### config.mk
export PLATFORM = sky130hd
export DESIGN_NAME = adc_meas_seq
export DESIGN_NICKNAME = d
export VERILOG_FILES = /design/src/rtl/adc_meas_seq.sv
export SDC_FILE = /design/constraint.sdc
export NUM_CORES = 1
export LEC_CHECK = 0
export ABC_AREA = 1
export CORE_ASPECT_RATIO = 0.5
export CORE_MARGIN = 3
export CORE_UTILIZATION = 45
export DETAILED_ROUTE_END_ITERATION = 10
export PLACE_DENSITY_LB_ADDON = 0.1
export SETUP_SLACK_MARGIN = 0.02
export SYNTH_ARGS = -nofsm -noshare
export SYNTH_HDL_FRONTEND = slang
export SYNTH_SLANG_ARGS = --single-unit
### constraint.sdc
create_clock -name mclk -period 2.2 [get_ports mclk]
set_input_delay 0.44 -clock mclk [delete_from_list [all_inputs] [get_ports mclk]]
set_output_delay 0.44 -clock mclk [all_outputs]
set_load 0.005 [all_outputs]
### src/rtl/adc_meas_seq.sv
`default_nettype none
// ============================================================================
//  Module   : adc_meas_seq
//  Purpose  : Measurement sequencer for the multislope ADC core. Walks a
//             4-entry slot table, drives mux/autozero selects, settles,
//             starts the core, and posts each result with a slot tag on a
//             valid/ready port.
//  Revision : 1.0 - initial release
// ============================================================================
module adc_meas_seq #(
  parameter int CH_W    = 2,
  parameter int RUNUP_W = 11,
  parameter int SETTLE  = 200,
  parameter int TIMEOUT = 2000000
) (
  input  logic               mclk,
  input  logic               rst_n,
  input  logic               enable,
  input  logic [1:0]         slot_last,
  input  logic               cfg_we,
  input  logic [1:0]         cfg_addr,
  input  logic [CH_W-1:0]    cfg_mux,
  input  logic               cfg_az,
  input  logic [RUNUP_W-1:0] cfg_runup,
  output logic [CH_W-1:0]    mux_sel,
  output logic               az_sel,
  output logic               conv_start,
  output logic [RUNUP_W-1:0] conv_runup,
  input  logic               conv_done,
  input  logic [31:0]        conv_result,
  output logic               res_valid,
  input  logic               res_ready,
  output logic [31:0]        res_data,
  output logic [2:0]         res_tag,
  output logic               busy,
  output logic               overrun,
  output logic               fault
);

  localparam logic [2:0] ST_IDLE    = 3'd0;
  localparam logic [2:0] ST_SETTLE  = 3'd1;
  localparam logic [2:0] ST_START   = 3'd2;
  localparam logic [2:0] ST_CONV    = 3'd3;
  localparam logic [2:0] ST_ADVANCE = 3'd4;

  localparam int SCNT_W = (SETTLE > 1) ? $clog2(SETTLE) : 1;
  localparam int TCNT_W = (TIMEOUT > 1) ? $clog2(TIMEOUT) : 1;
  localparam logic [SCNT_W-1:0] SETTLE_LAST  = SCNT_W'(SETTLE - 1);
  localparam logic [TCNT_W-1:0] TIMEOUT_LAST = TCNT_W'(TIMEOUT - 1);

  logic [CH_W-1:0]    tbl_mux   [4];
  logic [3:0]         tbl_az;
  logic [RUNUP_W-1:0] tbl_runup [4];

  logic [2:0]         state, state_nxt;
  logic [1:0]         slot, slot_nxt;
  logic               phase, phase_nxt;
  logic [SCNT_W-1:0]  settle_cnt;
  logic [TCNT_W-1:0]  tmo_cnt;

  logic settle_done, tmo_hit, enter_settle, res_load, flag_clr;

  assign settle_done  = (settle_cnt == SETTLE_LAST);
  assign tmo_hit      = (tmo_cnt == TIMEOUT_LAST);
  assign enter_settle = (state_nxt == ST_SETTLE) && (state != ST_SETTLE);
  assign res_load     = (state == ST_CONV) && conv_done;
  assign flag_clr     = (state == ST_IDLE) && !enable;

  // State register
  always_ff @(posedge mclk or negedge rst_n) begin
    if (!rst_n) state <= ST_IDLE;
    else        state <= state_nxt;
  end

  // Next-state decode; conv_done wins over a simultaneous timeout
  always_comb begin
    state_nxt = state;
    case (state)
      ST_IDLE:    if (enable) state_nxt = ST_SETTLE;
      ST_SETTLE:  if (settle_done) state_nxt = ST_START;
      ST_START:   state_nxt = ST_CONV;
      ST_CONV: begin
        if (conv_done)    state_nxt = ST_ADVANCE;
        else if (tmo_hit) state_nxt = ST_IDLE;
      end
      ST_ADVANCE: state_nxt = enable ? ST_SETTLE : ST_IDLE;
      default:    state_nxt = ST_IDLE;
    endcase
  end

  // Next slot/phase: restart at slot 0 from IDLE, otherwise step through the
  // table; a slot above slot_last also wraps to 0
  always_comb begin
    slot_nxt  = slot;
    phase_nxt = phase;
    if (state == ST_IDLE) begin
      slot_nxt  = 2'd0;
      phase_nxt = tbl_az[0];
    end else if (state == ST_ADVANCE) begin
      if (phase) begin
        phase_nxt = 1'b0;
      end else begin
        slot_nxt  = (slot >= slot_last) ? 2'd0 : slot + 2'd1;
        phase_nxt = tbl_az[slot_nxt];
      end
    end
  end

  // Moore outputs
  always_comb begin
    conv_start = (state == ST_START);
    busy       = (state != ST_IDLE);
  end

  // Slot table, writable at any time
  always_ff @(posedge mclk or negedge rst_n) begin
    if (!rst_n) begin
      for (int i = 0; i < 4; i++) begin
        tbl_mux[i]   <= '0;
        tbl_runup[i] <= '0;
      end
      tbl_az <= '0;
    end else if (cfg_we) begin
      tbl_mux[cfg_addr]   <= cfg_mux;
      tbl_az[cfg_addr]    <= cfg_az;
      tbl_runup[cfg_addr] <= cfg_runup;
    end
  end

  // Conversion context, captured only on entry to SETTLE so later table
  // writes never disturb a conversion in flight
  always_ff @(posedge mclk or negedge rst_n) begin
    if (!rst_n) begin
      slot       <= '0;
      phase      <= 1'b0;
      mux_sel    <= '0;
      az_sel     <= 1'b0;
      conv_runup <= '0;
    end else if (enter_settle) begin
      slot       <= slot_nxt;
      phase      <= phase_nxt;
      mux_sel    <= tbl_mux[slot_nxt];
      az_sel     <= phase_nxt;
      conv_runup <= (tbl_runup[slot_nxt] == '0) ? RUNUP_W'(1) : tbl_runup[slot_nxt];
    end
  end

  // Settle and timeout counters
  always_ff @(posedge mclk or negedge rst_n) begin
    if (!rst_n) begin
      settle_cnt <= '0;
      tmo_cnt    <= '0;
    end else begin
      if (enter_settle)            settle_cnt <= '0;
      else if (state == ST_SETTLE) settle_cnt <= settle_cnt + 1'b1;
      if (state == ST_START)       tmo_cnt <= '0;
      else if (state == ST_CONV)   tmo_cnt <= tmo_cnt + 1'b1;
    end
  end

  // Result register with sticky overrun/fault flags
  always_ff @(posedge mclk or negedge rst_n) begin
    if (!rst_n) begin
      res_valid <= 1'b0;
      res_data  <= '0;
      res_tag   <= '0;
      overrun   <= 1'b0;
      fault     <= 1'b0;
    end else begin
      if (res_load) begin
        res_valid <= 1'b1;
        res_data  <= conv_result;
        res_tag   <= {phase, slot};
        if (res_valid && !res_ready) overrun <= 1'b1;
      end else begin
        if (res_valid && res_ready) res_valid <= 1'b0;
        if (flag_clr)               overrun   <= 1'b0;
      end
      if ((state == ST_CONV) && !conv_done && tmo_hit) fault <= 1'b1;
      else if (flag_clr)                               fault <= 1'b0;
    end
  end

endmodule
`default_nettype wire

* Yosys cells after proc, flatten, opt, wreduce, memory -nomap -nowiden
Cells that the tools add are included.
Cells by class: mux-type cells 41, reduce and logical (&&, ||, !) cells 23, bitwise logic cells 2, magnitude comparators 7, add/sub/neg operators 3, eq/ne operators 9
Operator list (number):
- 44-bit bitwise mux | 1
- 11-bit 2-to-1 mux | 4
- 21-bit 2-to-1 mux | 2
- 11-bit binary-select mux with 2-bit select | 1
- 11-bit demux with 2-bit select | 1
- 21-bit by 1-bit adder with 21-bit output, second input constant | 1
- 21-bit equality test, second input constant | 1
- 8-bit 2-to-1 mux | 2
- 3-bit one-hot mux with 5 select lines | 1
- 2-bit 2-to-1 mux | 7
- 1-bit 2-to-1 mux | 12
- 3-bit 2-to-1 mux | 4
- 2-bit nonzero test | 6
- 11-bit logical NOT | 1
- 1-bit logical AND | 9
- 8-bit by 1-bit adder with 8-bit output, second input constant | 1
- 8-bit bitwise mux | 1
- 8-bit equality test, second input constant | 1
- 3-bit by 1-bit equality test with 1-bit output, second input constant | 2
- 3-bit by 2-bit equality test with 1-bit output, second input constant | 2
- 3-bit greater-or-equal comparator, second input constant | 2
- 2-bit by 3-bit < comparator with 1-bit output, second input constant | 2
- 2-bit NOT with 3-bit output | 2
- 2-bit binary-select mux with 2-bit select | 1
- other kinds (15) | 18
Storage, ports and cells: logic and storage cells 106, flip-flop bits (word level) 142, bits of input ports 56, output and inout bits 54

* Logic depth before layout (Yosys ltp)
word-level depth 11, depth in mapped cells 15, mapped depth without buffers 14

* Least setup slack after synthesis
Ideal clock, no wire load.
path type flip-flop to flip-flop, start reg slot[0], end reg conv_runup[0], required time 2.123 ns, stages on the path, launching flop included 15, period minus slack after synthesis 2.017 ns, library setup time 0.077 ns, arrival time 1.940 ns, path slack 0.183 ns, cell sequence dfrtp_1 > inv_2 > ha_1 > inv_1 > nand2_1 > nand2_1 > nand3_1 > o21ai_1 > buf_2 > nand3_1 > nand2_1 > nand2_1 > nor2_1 > nand3_1 > a21oi_1
Between the ends: cells in the longest elaborated chain, start to end 11, elaborated cells between the ends (all ways) 12
RTL lines:
- start, declared | RTL line 56 | logic [1:0] slot, slot_nxt;
- start signal, assigned | RTL line 140 | slot <= slot_nxt;
- 2-bit by 1-bit adder with 2-bit output / 2-bit greater-or-equal comparator (equally long branches) | RTL line 103 | slot_nxt = (slot >= slot_last) ? 2'd0 : slot + 2'd1;
- 2-bit 2-to-1 mux | RTL line 103
- 2-bit 2-to-1 mux | RTL line 100 | if (phase) begin
- 2-bit 2-to-1 mux * | RTL line 99 | end else if (state == ST_ADVANCE) begin
- 2-bit 2-to-1 mux * | RTL line 96 | if (state == ST_IDLE) begin
- 2-bit NOT with 3-bit output (implied by the code) * | RTL line 144 | conv_runup <= (tbl_runup[slot_nxt] == '0) ? RUNUP_W'(1) : tbl_runup[slot_nxt];
- 11-bit binary-select mux with 2-bit select * | RTL line 144
- 11-bit 2-to-1 mux (implied by the code) * (2 in a row) | RTL line 144
- 11-bit logical NOT | RTL line 144
- 11-bit 2-to-1 mux * | RTL line 144
- end signal, assigned | RTL line 144
- end, declared | RTL line 28 | output logic [RUNUP_W-1:0] conv_runup,
Mark *: on every way between the ends. The rest lies on a longest branch, timed or not. The select of a mux whose other input is x is not followed. A chain may end at the register's enable or synchronous reset.

* Worst setup path after layout
start reg state[2], end out conv_start
Between the ends: cells in the longest elaborated chain, start to end 1
RTL lines:
- start, declared | RTL line 55 | logic [2:0] state, state_nxt;
- start signal, assigned | RTL line 72 | else state <= state_nxt;
- 3-bit by 2-bit equality test with 1-bit output | RTL line 111 | conv_start = (state == ST_START);
- end, declared | RTL line 27 | output logic conv_start,
No other way between the ends.

==> flow_summary.json <==
{
  "gp_congestion": 0.864,
  "port-buffer-count": 109,
  "synth.top_cell.area_share": 0.561,
  "maxSlewViolCount": 0,
  "io_pins": 110,
  "ir_drop_v": 0.000498,
  "nets": 975,
  "synth-seq-cells": 142,
  "drt_iter0_drc": 395,
  "synth_xor_xnor_area_share": 0.00967,
  "clock_latency_ps": 410,
  "avgSynthCellArea_um2": 8.25,
  "clk_pin_slew_ps": 60,
  "finalCritPeriodShare": 0.963,
  "wire_per_inst_um": 14.3,
  "drtPass1Iterations": 5,
  "mostFrequentLayoutCell": "nand2_1",
  "synth_cells": 768,
  "ff_latch_area_um2": 3550,
  "crit_family": "buffers and inverters",
  "drt-total-wl_um": 15900,
  "htreeDepth": 4,
  "hpwl_um": 10800,
  "syn_area_um2": 6340,
  "crit_fanout": 10,
  "cts_buffers": 17,
  "antenna_cells": 0,
  "setup_viol": 0,
  "via_per_inst": 5.07,
  "num_rows": 29,
  "grt.overflow.total": 0,
  "drcViolationCount": 0,
  "relSlewSlack": 0.700,
  "min_period_ps": 2120,
  "synth_compound_area_frac": 0.0993,
  "die-area_um2": 15600,
  "yosysSeqAreaShare": 0.561,
  "die_x_um": 174,
  "fmax_ghz": 0.472,
  "pre_cts_ws_ps": -268,
  "core_um2": 13200,
  "synth_top_area_cell": "dfrtp_1",
  "required_ps": 1760,
  "power_density_nw_per_um2": 961,
  "whs_ps": 476,
  "hold_viol": 0,
  "fillCellCount": 1109,
  "synth_edf_count": 0,
  "synthFlopType": "dfrtp_1",
  "grt_usage": 0.199,
  "cpMaxStageDelayCell": "clkdlybuf4s50_1",
  "status": "finished clean",
  "p_total_uw": 8380,
  "grt_max_degree": 45,
  "start_kind": "register",
  "maxCapViolCount": 0,
  "root_buffer": "clkbuf_16",
  "grt_pass1_vias": 5231,
  "crit_type": "register to output pin",
  "synth_top_family_by_area": "simple AND/OR/NAND/NOR gates",
  "multiInputGateArea_um2": 2550,
  "yosys_warnings": 0,
  "placedCellCount": 1074,
  "start_util": 0.480,
  "worst_pin_slew_ps": 445,
  "final_cell_area_um2": 8710,
  "cts_tree": "built",
  "place_area_um2": 7870,
  "synthAdderAreaFrac": 0.00790,
  "synth.area.top_cells": "dfrtp_1 (56%), nand2_1 (16%), o21ai_0 (7.2%)",
  "die_y_um": 89.9,
  "synthMuxAreaShare": 0,
  "critPathBufInv": 2,
  "postRouteAntennaNets": 0,
  "worstPathCellList": "nor2_2 > inv_4 > nor2_4 > clkdlybuf4s50_1",
  "grt_pass1_wl_um": 25800,
  "clkSinkCount": 142,
  "syn-num-nets": 828,
  "cts_max_path_buffers": 2,
  "synthDistinctLibCells": 35,
  "p_leak_uw": 0.00418,
  "synth-simple-area-share": 0.269,
  "fin_cells": 1113,
  "async_reset_ff_frac": 1.00,
  "vias": 5644,
  "hold_path.class": "register to register",
  "final_cell_mix": "nand2_1 (267), dfrtp_1 (141), clkdlybuf4s50_1 (107)",
  "layout-drive-gt1-share": 0.108,
  "slowest_delay_ps": 510,
  "syn2layout_area_growth_pct": 37.5,
  "antenna_found_initial": 0,
  "arrival_ps": 1680,
  "critPathCaptureType": "output pin",
  "fin_skew_ps": 11.3,
  "fin_ws_ps": 81.3
}
metrics by stage:
step                setup TNS, ps  utilization
floorplan                       0            -
global placement            -2390        0.595
detailed placement          -2890        0.595
CTS                             0        0.645
global route                -17.1        0.660
finish                          0        0.660
per-layer routing:
layer / global-route usage / up-vias / share of wire
li1: - / 2800 / -
met1: 0.275 / 2703 / 0.47
met4: 0.0501 / 0 / 0.0074
met3: 0.0400 / 14 / 0.043
met5: 0 / - / 0
met2: 0.322 / 127 / 0.48
flip-flops by register name, summed over array words and instances, names as in the netlist:
| signal | cells |
|---|---|
| conv_runup | 11 |
| fault | 1 |
| mux_sel | 2 |
| overrun | 1 |
| phase | 1 |
| res_data | 32 |
| res_tag | 3 |
| res_valid | 1 |
| settle_cnt | 8 |
| slot | 2 |
| state | 3 |
| tbl_az | 4 |
| tbl_mux | 8 |
| tbl_runup | 44 |
| tmo_cnt | 21 |
worst register-to-register path: stages, from the launching register on:
cell and delay [ps]:
dfrtp_1 450, ha_4 310, nand2_1 60, nand4_1 160, nand2_4 180, clkbuf_16 220, nand3_1 80, nand3_1 90
nand2_2 90, nand2_1 50, nor2_1 110, nand3_1 80, a21oi_1 140
cell usage after synthesis, types with 2 or more instances:
| cell type | count |
|---|---|
| a21oi_1 | 14 |
| a31oi_1 | 4 |
| buf_2 | 7 |
| clkbuf_1 | 17 |
| clkinv_1 | 2 |
| dfrtp_1 | 142 |
| ha_1 | 4 |
| inv_1 | 56 |
| inv_2 | 4 |
| nand2_1 | 269 |
| nand2_2 | 3 |
| nand3_1 | 64 |
| nand4_1 | 11 |
| nor2_1 | 44 |
| nor2_2 | 2 |
| nor3_1 | 6 |
| nor4_1 | 4 |
| o21ai_0 | 91 |
| o22ai_1 | 3 |
| xor2_1 | 6 |
path summary, 6_finish.rpt:
path / cells past startpoint / start / slack, ps / end
setup / recovery: 4 / state[2] / 80 / conv_start
hold / removal: 2 / res_data[23] / 480 / res_data[23]
setup reg to reg: 12 / slot[1] / 120 / conv_runup[0]
hold reg to reg: 2 / res_data[23] / 480 / res_data[23]
max in group asynchronous: 3 / rst_n / 1070 / res_data[23]
min in group asynchronous: 2 / rst_n / 520 / res_data[30]
layout make-up:
cell class	instances	share of cell area
flip-flops and latches	142	0.408
multi-input cells	541	0.293
repair buffers	151	0.174
clock buffers	19	0.0508
inverters	62	0.0270
well taps	186	0.0267
clock inverters	12	0.0211
power breakdown:
part           internal (uW)  switching (uW)
logic                    991             802
registers               3150             367
clock network           1940            1130
what timing repair did:
item,CTS,global route
hold buffers,1,0
gates cloned,0,4
hold endpoints to repair,39,0
buffers inserted,2,1
resized for setup,2,22
endpoints found under the setup margin,1,10
pin swaps,0,14
cell families (layout without fill, tap and decap cells):
| group | after synthesis | count (layout) |
|---|---|---|
| AND/OR/NAND/NOR | 409 | 411 |
| flip-flops | 142 | 142 |
| AO/OA/AOI/OAI | 119 | 119 |
| buffers and inverters | 87 | 244 |
| XOR/XNOR | 7 | 7 |
| adder cells (fa/ha/maj) | 4 | 4 |
Power figures use the tool's default switching activity.
